==> src/rtl/shift_add_mult_pkg.sv <==
// Shared definitions for the shift-and-add multiplier: FSM encoding and default sizes.
package shift_add_mult_pkg;

  typedef enum logic [1:0] {
    IDLE = 2'b00,
    CALC = 2'b01,
    DONE = 2'b10
  } state_t;

  localparam int DEF_WIDTH = 4;
  localparam int DEF_CNT_W = 3;

endpackage

==> src/rtl/shift_add_mult_ripple_add_n.sv <==
// Gate-level ripple-carry adder: a chain of WIDTH full-adder cells.
module full_adder (
  input  logic a_i,
  input  logic b_i,
  input  logic cin_i,
  output logic sum_o,
  output logic cout_o
);

  assign sum_o  = a_i ^ b_i ^ cin_i;
  assign cout_o = (a_i & b_i) | (cin_i & (a_i ^ b_i));

endmodule

module ripple_add_n
  import shift_add_mult_pkg::*;
#(
  parameter int WIDTH = DEF_WIDTH
) (
  input  logic [WIDTH-1:0] a_i,
  input  logic [WIDTH-1:0] b_i,
  input  logic             cin_i,
  output logic [WIDTH-1:0] sum_o,
  output logic             cout_o
);

  logic [WIDTH:0] carry;

  assign carry[0] = cin_i;

  for (genvar i = 0; i < WIDTH; i++) begin : g_fa
    full_adder u_fa (
      .a_i   (a_i[i]),
      .b_i   (b_i[i]),
      .cin_i (carry[i]),
      .sum_o (sum_o[i]),
      .cout_o(carry[i+1])
    );
  end

  assign cout_o = carry[WIDTH];

endmodule

==> src/rtl/shift_add_mult.sv <==
// Sequential unsigned shift-and-add multiplier, one add/shift per clock (WIDTH cycles).
// Optional macro MULT_ZERO_SKIP_EN: zero operands jump straight to DONE with product 0.
module shift_add_mult
  import shift_add_mult_pkg::*;
#(
  parameter int WIDTH = DEF_WIDTH,
  parameter int CNT_W = DEF_CNT_W
) (
  input  logic               clk,
  input  logic               rst,
  input  logic               start,
  input  logic [WIDTH-1:0]   a,
  input  logic [WIDTH-1:0]   b,
  output logic               busy,
  output logic               done,
  output logic [2*WIDTH-1:0] product
);

  localparam logic [CNT_W-1:0] LAST_CNT = CNT_W'(WIDTH - 1);

  state_t               state_q, state_d;
  logic [WIDTH-1:0]     m_q, m_d;
  logic [WIDTH-1:0]     acc_q, acc_d;
  logic [WIDTH-1:0]     mq_q, mq_d;
  logic                 c_q, c_d;
  logic [CNT_W-1:0]     cnt_q, cnt_d;
  logic [2*WIDTH-1:0]   prod_q, prod_d;

  logic [WIDTH-1:0]     add_sum;
  logic                 add_cout;
  logic [WIDTH-1:0]     step_a;
  logic                 step_c;
  logic [2*WIDTH:0]     shifted;

  ripple_add_n #(.WIDTH(WIDTH)) u_add (
    .a_i   (acc_q),
    .b_i   (m_q),
    .cin_i (1'b0),
    .sum_o (add_sum),
    .cout_o(add_cout)
  );

  always_comb begin
    state_d = state_q;
    m_d     = m_q;
    acc_d   = acc_q;
    mq_d    = mq_q;
    c_d     = c_q;
    cnt_d   = cnt_q;
    prod_d  = prod_q;

    // Conditional add, then {C, A, Q} shifted right with 0 entering the top
    step_c  = mq_q[0] ? add_cout : 1'b0;
    step_a  = mq_q[0] ? add_sum  : acc_q;
    shifted = {step_c, step_a, mq_q} >> 1;

    case (state_q)
      IDLE, DONE: begin
        if (start) begin
          m_d   = a;
          mq_d  = b;
          acc_d = '0;
          c_d   = 1'b0;
          cnt_d = '0;
`ifdef MULT_ZERO_SKIP_EN
          if (a == '0 || b == '0) begin
            state_d = DONE;
            prod_d  = '0;
          end else begin
            state_d = CALC;
          end
`else
          state_d = CALC;
`endif
        end else begin
          state_d = IDLE;
        end
      end
      CALC: begin
        c_d   = shifted[2*WIDTH];
        acc_d = shifted[2*WIDTH-1:WIDTH];
        mq_d  = shifted[WIDTH-1:0];
        cnt_d = cnt_q + CNT_W'(1);
        if (cnt_q == LAST_CNT) begin
          prod_d  = shifted[2*WIDTH-1:0];
          state_d = DONE;
        end
      end
      default: state_d = IDLE;
    endcase
  end

  always_ff @(posedge clk) begin
    if (rst) begin
      state_q <= IDLE;
      m_q     <= '0;
      acc_q   <= '0;
      mq_q    <= '0;
      c_q     <= 1'b0;
      cnt_q   <= '0;
      prod_q  <= '0;
    end else begin
      state_q <= state_d;
      m_q     <= m_d;
      acc_q   <= acc_d;
      mq_q    <= mq_d;
      c_q     <= c_d;
      cnt_q   <= cnt_d;
      prod_q  <= prod_d;
    end
  end

  // C is always cleared by the shift; it is kept as a register but never feeds logic
  logic unused_c;
  assign unused_c = c_q;

  assign busy    = (state_q == CALC);
  assign done    = (state_q == DONE);
  assign product = prod_q;

endmodule

==> config.mk <==
export PLATFORM = sky130hd
export DESIGN_NAME = shift_add_mult
export DESIGN_NICKNAME = d
export VERILOG_FILES = /design/src/rtl/shift_add_mult_pkg.sv /design/src/rtl/shift_add_mult_ripple_add_n.sv /design/src/rtl/shift_add_mult.sv
export SDC_FILE = /design/constraint.sdc
export NUM_CORES = 1
export LEC_CHECK = 0
export CAP_MARGIN = 25
export CORE_MARGIN = 2
export CORE_UTILIZATION = 54
export DETAILED_ROUTE_END_ITERATION = 10
export PLACE_DENSITY = 0.82
export SYNTH_ARGS = -nofsm -noshare
export SYNTH_HDL_FRONTEND = slang
export SYNTH_SLANG_ARGS = --single-unit
==> constraint.sdc <==
create_clock -name clk -period 3.3 [get_ports clk]
set_input_delay 0.99 -clock clk [delete_from_list [all_inputs] [get_ports clk]]
set_output_delay 0.99 -clock clk [all_outputs]
set_load 0.005 [all_outputs]
==> run metrics, run 1 <==
status finished, final reports clean; critical-path cell list nand2b_1 > buf_4 > inv_2 > clkdlybuf4s50_1; number of global-route vias before repair 906; CP peak stage delay 0.53 ns; Simple-Gate Fraction of Synth Area 23.77%; Slowest-stage cell, CP clkdlybuf4s50_1; IO Count 21; fmax 371.6 MHz; XOR/XNOR Fraction of Synth Area 0%; hold wc startpoint product[2]; pwr/cell area 380.7 nW/µm²; setup TNS 0 ns; Finish-stage setup viols 0; Yosys top cell area share 42.83%; CTS Buf Count 3; IO buf count 20; Reg-to-Reg Start acc_q[0]; router iterations before antenna repair 5; overall die height 50.52 µm; Hold EP product[2]; nets 161; Setup Skew 0.01362 ns; VDD IR max 0.2178 mV; placer's final routability congestion estimate 0.8224; cts repair resizes 0; Req. time, crit path 2.31 ns; clock latency on the worst-skew pair 0.32 ns; global router's overall resource usage 19.67%; Post-route DRC 0; RSZ-0062 raised after global routing false; Post-CTS Hold Buffers 0; largest net degree at the start of global routing 26; Seq cells post-synth 25; CP bufs+invs 3; adder-cell share of the synthesized area 8.351%; post-CTS setup buffer count 0; total of max-cap violations 0; Rows 16; Tcrit/Tclk final 81.54%; top cells by area, synth dfxtp_1 43%, nand2_1 8.0%, a21oi_1 5.1%; Top FF cell, synth dfxtp_1; HP Class flip-flop to flip-flop; max_slew headroom 57.33%; final wirelength 2195 µm; R2R depth 7; pre-CTS WS 0.8616 ns; clock buffer depth 2; mapped cell area 1169 µm²; Post-synth EDFFs 0; Avg Cell Area, Syn 9.202 µm²; Unique masters post-synth 28; top cell type by total area after synthesis dfxtp_1; first-pass GRT wire length 3864 µm; compound-gate portion of the synthesized area 14.45%; DR iter-0 viols 7; Mapped Cells 127; layout cells sized above 1 15.38%; CP delay by family, top buffers and inverters; total nets after synthesis 144; Clk pin slew, worst setup/hold paths 0.14 ns; CTS H-tree lvls 1; Layout area overhead 17.45%; Worst R2R Setup Slack 0.97 ns; Final Hold Viols 0; Final Max Slew Viols 0; setup ws final 0.6090 ns; starting density of the core 58.38%; Slew @ Worst Pin 0.6401 ns; multiplexer share of the synthesized area 3.747%; Worst Hold Depth 2; Clock Tree Root clkbuf_4; clock sink count 25; initial antenna violation count 0; drt wl/cell 12.91 µm; FF-to-FF End product[6]; Post-synth top cells 25 x dfxtp_1, 25 x nand2_1, 12 x a21oi_1, 12 x nor2_1, 6 x nand3_1; YS warnings 0; Crit Path Class flip-flop to primary output; GRT overflow 0; DR vias 912; HPWL after DPL 1635 µm; Period minus WS final 2.691 ns; Crit path arrival time 1.70 ns; main combinational cell family by area after synthesis simple AND/OR/NAND/NOR gates; Die Width 50.52 µm; leakage 0.4967 nW; DRT antenna net count 0; die area 2552 µm²; ANT cells 0; vias per std cell 5.365; CP Capture Type primary output; asr flop ratio synth 0%; core area 2002 µm²; Max FO, Critical Path 17; register area share after synthesis 42.83%; TritonCTS clock tree done; Startpoint Class flip-flop
-- how the worst max path moves through the flow --
stage                    start         end  depth (start not counted)
CTS                 state_q[0]        busy                          4
detailed placement       start     mq_q[1]                          4
global route        state_q[0]        busy                          4
finish              state_q[0]        busy                          4
global placement         start     mq_q[2]                          4
floorplan             acc_q[0]  product[6]                          7
-- report_power, final --
group | total [mW] | internal (mW) | switching (mW)
Combinational | 0.0649 | 0.0304 | 0.0345
Clock | 0.135 | 0.0453 | 0.0898
Sequential | 0.323 | 0.312 | 0.0104
Total | 0.523 | 0.388 | 0.135
-- layout make-up --
cell class,count,area (µm²)
Timing Repair Buffer,22,215.2
Clock inverter,1,5.005
Sequential cell,25,500.5
Multi-Input combinational cell,90,588.1
Inverter,2,7.507
Fill cell,154,629.4
Clock buffer,3,22.52
Tap cell,27,33.78
-- state kept, by name, indices dropped and copies added (netlist names) --
signal and flops:
cnt_q 3, product 8, m_q 4, mq_q 4
state_q 2, acc_q 4
-- tightest hold or removal path, cell delays in order, from the launching register on --
cell     delay [ns]
dfxtp_1        0.34
nand2_1        0.05
a21oi_1        0.05
-- cell families (layout without fill, tap and decap cells) --
group | after synthesis | in the layout
multiplexers | 4 | 4
adder cells (fa/ha/maj) | 6 | 6
AND/OR/NAND/NOR | 58 | 58
buffers and inverters | 12 | 28
flip-flops | 25 | 25
AO/OA/AOI/OAI | 22 | 22
-- through the flow --
stage	instance area [µm²]	utilization (%)	hold slack (ns)	total power, mW	instances
2_1_floorplan	1169	-	0.4400	0.3769	127
3_3_place_gp	1345	67.19	0.4432	0.3916	166
3_5_place_dp	1345	67.19	0.4474	0.3938	166
4_1_cts	1373	68.56	0.4656	0.5246	170
5_1_grt	1373	68.56	0.4839	0.5432	170
6_report	1373	68.56	0.4630	0.5225	170
-- routing by layer --
layer | wire (µm) | vias up | GRT usage, %
met4 | 12 | 0 | 6.306
met2 | 1086 | 18 | 32.89
li1 | - | 458 | -
met3 | 71 | 2 | 3.274
met1 | 1023 | 434 | 25.90
met5 | 0 | - | 0
-- cell usage in the layout, fill, tap and decap left out, types with 2 or more instances in the layout --
cell and count:
nor2_1 12, a311oi_2 3, a21oi_1 12, nor2b_1 2, mux2_2 3, nand3_2 4, nand2b_1 4, clkdlybuf4s50_1 20
dfxtp_1 25, nand2_1 25, nand3_1 6, fa_1 3, a21oi_2 4, clkbuf_4 3, ha_1 3, buf_4 2
nor3_1 3
Note: power is estimated with default switching activity, not from simulation.
==> run 2, diff against run 1 <==
--- a/config.mk
+++ b/config.mk
@@ -7,9 +7,9 @@
 export LEC_CHECK = 0
 export CAP_MARGIN = 25
 export CORE_MARGIN = 2
-export CORE_UTILIZATION = 54
+export CORE_UTILIZATION = 50
 export DETAILED_ROUTE_END_ITERATION = 10
-export PLACE_DENSITY = 0.82
+export PLACE_DENSITY = 0.77
 export SYNTH_ARGS = -nofsm -noshare
 export SYNTH_HDL_FRONTEND = slang
 export SYNTH_SLANG_ARGS = --single-unit
==> constraint.sdc (replaced) <==
create_clock -name clk -period 2.5 [get_ports clk]
set_input_delay 0.75 -clock clk [delete_from_list [all_inputs] [get_ports clk]]
set_output_delay 0.75 -clock clk [all_outputs]
set_load 0.005 [all_outputs]
==> run 2 against run 1 <==
  * Hold slack gained 0.0026 ns
  * Sequential share of layout area down 0.43 points
  * Clock skew fell by 0.011 ns
  * Final cell count is 1.8% higher
  * Critical path depth is 3 higher
  * Combinational power up 38%
  * Wire length up 1.2%
==> run metrics, run 2 (same netlist as run 1, synthesis figures left out) <==
status finished, final reports clean; critical-path cell list ha_1 > fa_1 > fa_1 > fa_1 > mux2_2 > nor2_1 > nor3_1; Post-route DRC 0 (unchanged); DRT antenna net count 0 (unchanged); IO Count 21 (unchanged); Final Max Slew Viols 0 (unchanged); Area after DPL 1361 µm² (+1.2%); setup TNS 0 ns (unchanged); setup ws final 0.1723 ns (-0.4368 ns); Final Hold Viols 0 (unchanged); internal power 0.5152 mW (+33%); Crit path arrival time 2.54 ns (+0.84 ns); pwr/cell area 501.8 nW/µm² (+32%); clock buffer depth 2 (unchanged); placer's final routability congestion estimate 0.7294 (-11%); largest net degree at the start of global routing 26 (unchanged); number of stages on the worst setup path 7 (+3); clock share of power 26.2% (+0.4 points); Slew @ Worst Pin 0.3824 ns (-0.2577 ns); router iterations before antenna repair 4 (-1); R2R depth 7 (unchanged); CTS Buf Count 3 (unchanged); Finished Cell Area 1389 µm² (+1.2%); first-pass GRT wire length 3712 µm (-3.9%); Final Core Density 62.78% (-5.8 points); Net Switching 0.1818 mW (+35%); layout cells sized above 1 16.55% (+1.2 points); TritonCTS clock tree done; drt wl/cell 12.84 µm (-0.57%); leakage 0.5063 nW (+1.9%); CTS H-tree lvls 1 (unchanged); Startpoint Class flip-flop; initial antenna violation count 0 (unchanged); CP delay by family, top adder cells; CP peak stage delay 0.42 ns (-0.11 ns); FF-to-FF End product[6]; ANT cells 0 (unchanged); total of max-cap violations 0 (unchanged); Period minus WS final 2.328 ns; RSZ-0062 raised after global routing false; number of global-route vias before repair 863 (-4.7%); global router's overall resource usage 18.25% (-1.4 points); final wirelength 2221 µm (+1.2%); Clk pin slew, worst setup/hold paths 0.14 ns (about the same); GRT overflow 0 (unchanged); core area 2212 µm² (+10%); most frequent cells in the layout 25 x nand2_1, 25 x dfxtp_1, 20 x clkdlybuf4s50_1; CP bufs+invs 0 (-3); vias per std cell 5.260 (-1.9%); Post-CTS Hold Buffers 0 (unchanged); DR iter-0 viols 13 (+6); Reg-to-Reg Start acc_q[0]; switching share of power 26.08% (+0.31 points); Crit Path Class flip-flop to flip-flop; fmax 429.6 MHz; Top cell by count, worst path fa_1; clock sink count 25 (unchanged); HPWL after DPL 1582 µm (-3.3%); starting density of the core 52.83% (-5.5 points); Req. time, crit path 2.71 ns (+0.40 ns); die area 2740 µm² (+7.4%); part of the power in combinational logic 12.9% (+0.5 points); Worst R2R Setup Slack 0.17 ns (-0.80 ns); Setup Skew 0.002836 ns (-0.01079 ns); Max FO, Critical Path 3 (-14); Reg power frac 61.0% (-0.7 points); IO buf count 20 (unchanged); hold wc startpoint product[1]; CP Capture Type flip-flop; Clock Tree Root clkbuf_4; VDD IR max 0.3324 mV (+53%); clock latency on the worst-skew pair 0.32 ns (about the same); nets 163 (+1.2%); Layout area overhead 18.84%; DR vias 910 (-0.22%); max FFs per register 8 (unchanged); Finish-stage setup viols 0 (unchanged); Rows 17 (+1); pre-CTS WS 0.2223 ns (-0.6393 ns); Die Width 52.35 µm (+3.6%); Worst Hold Depth 2 (unchanged); cts repair resizes 0 (unchanged); HP Class flip-flop to flip-flop; Slowest-stage cell, CP fa_1; Hold EP product[1]; max_slew headroom 74.51% (+17 points); overall die height 52.35 µm (+3.6%); post-CTS setup buffer count 0 (unchanged); Tcrit/Tclk final 93.11%
run 2: worst max-delay path by stage:
stage	start	to	slack [ns]
after detailed placement	acc_q[0]	product[6]	0.22
after CTS	acc_q[0]	product[6]	0.17
after global placement	acc_q[0]	product[6]	0.26
final	acc_q[0]	product[6]	0.17
after global routing	acc_q[0]	product[6]	0.09
after floorplan	acc_q[0]	product[6]	0.29
run 2: routing by layer:
metal | share of wire (%) | vias to the layer above | global-route usage, %
met5 | 0 | - | 0
met4 | 1.1 | 0 | 6.410
met3 | 3.5 | 4 | 3.429
met2 | 48 | 16 | 31.25
met1 | 47 | 433 | 22.74
li1 | - | 457 | -
run 2: final cells by class:
class / count / area (µm²)
timing repair buffer: 24 / 230.2
fill: 200 / 823.3
clock inverter: 1 / 5.005
sequential: 25 / 500.5
multi-input combinational: 90 / 588.1
clock buffer: 3 / 22.52
inverter: 2 / 7.507
tap: 28 / 35.03
run 2: power by group through the flow:
stage	Clock [mW]	Combinational, mW	Sequential [mW]
2_1_floorplan	0	0.0692	0.428
3_3_place_gp	0	0.0882	0.433
3_5_place_dp	0	0.0896	0.434
4_1_cts	0.188	0.0901	0.425
5_1_grt	0.206	0.0989	0.427
6_report	0.182	0.0898	0.425
run 2: metrics by stage:
step	hold slack, ns	cells	total power [mW]
after floorplan	0.4400	127	0.4975
after global placement	0.4435	169	0.5215
after detailed placement	0.4519	169	0.5233
after CTS	0.4708	173	0.7035
after global routing	0.4892	173	0.7325
final	0.4656	173	0.6969
run 2: worst register-to-register path, delay by kind of cell, from the launching register on:
family / cells / cell delay (ns)
mux: 1 / 0.28
flops: 1 / 0.36
simple gates: 2 / 0.18
fa+ha+maj: 4 / 1.41
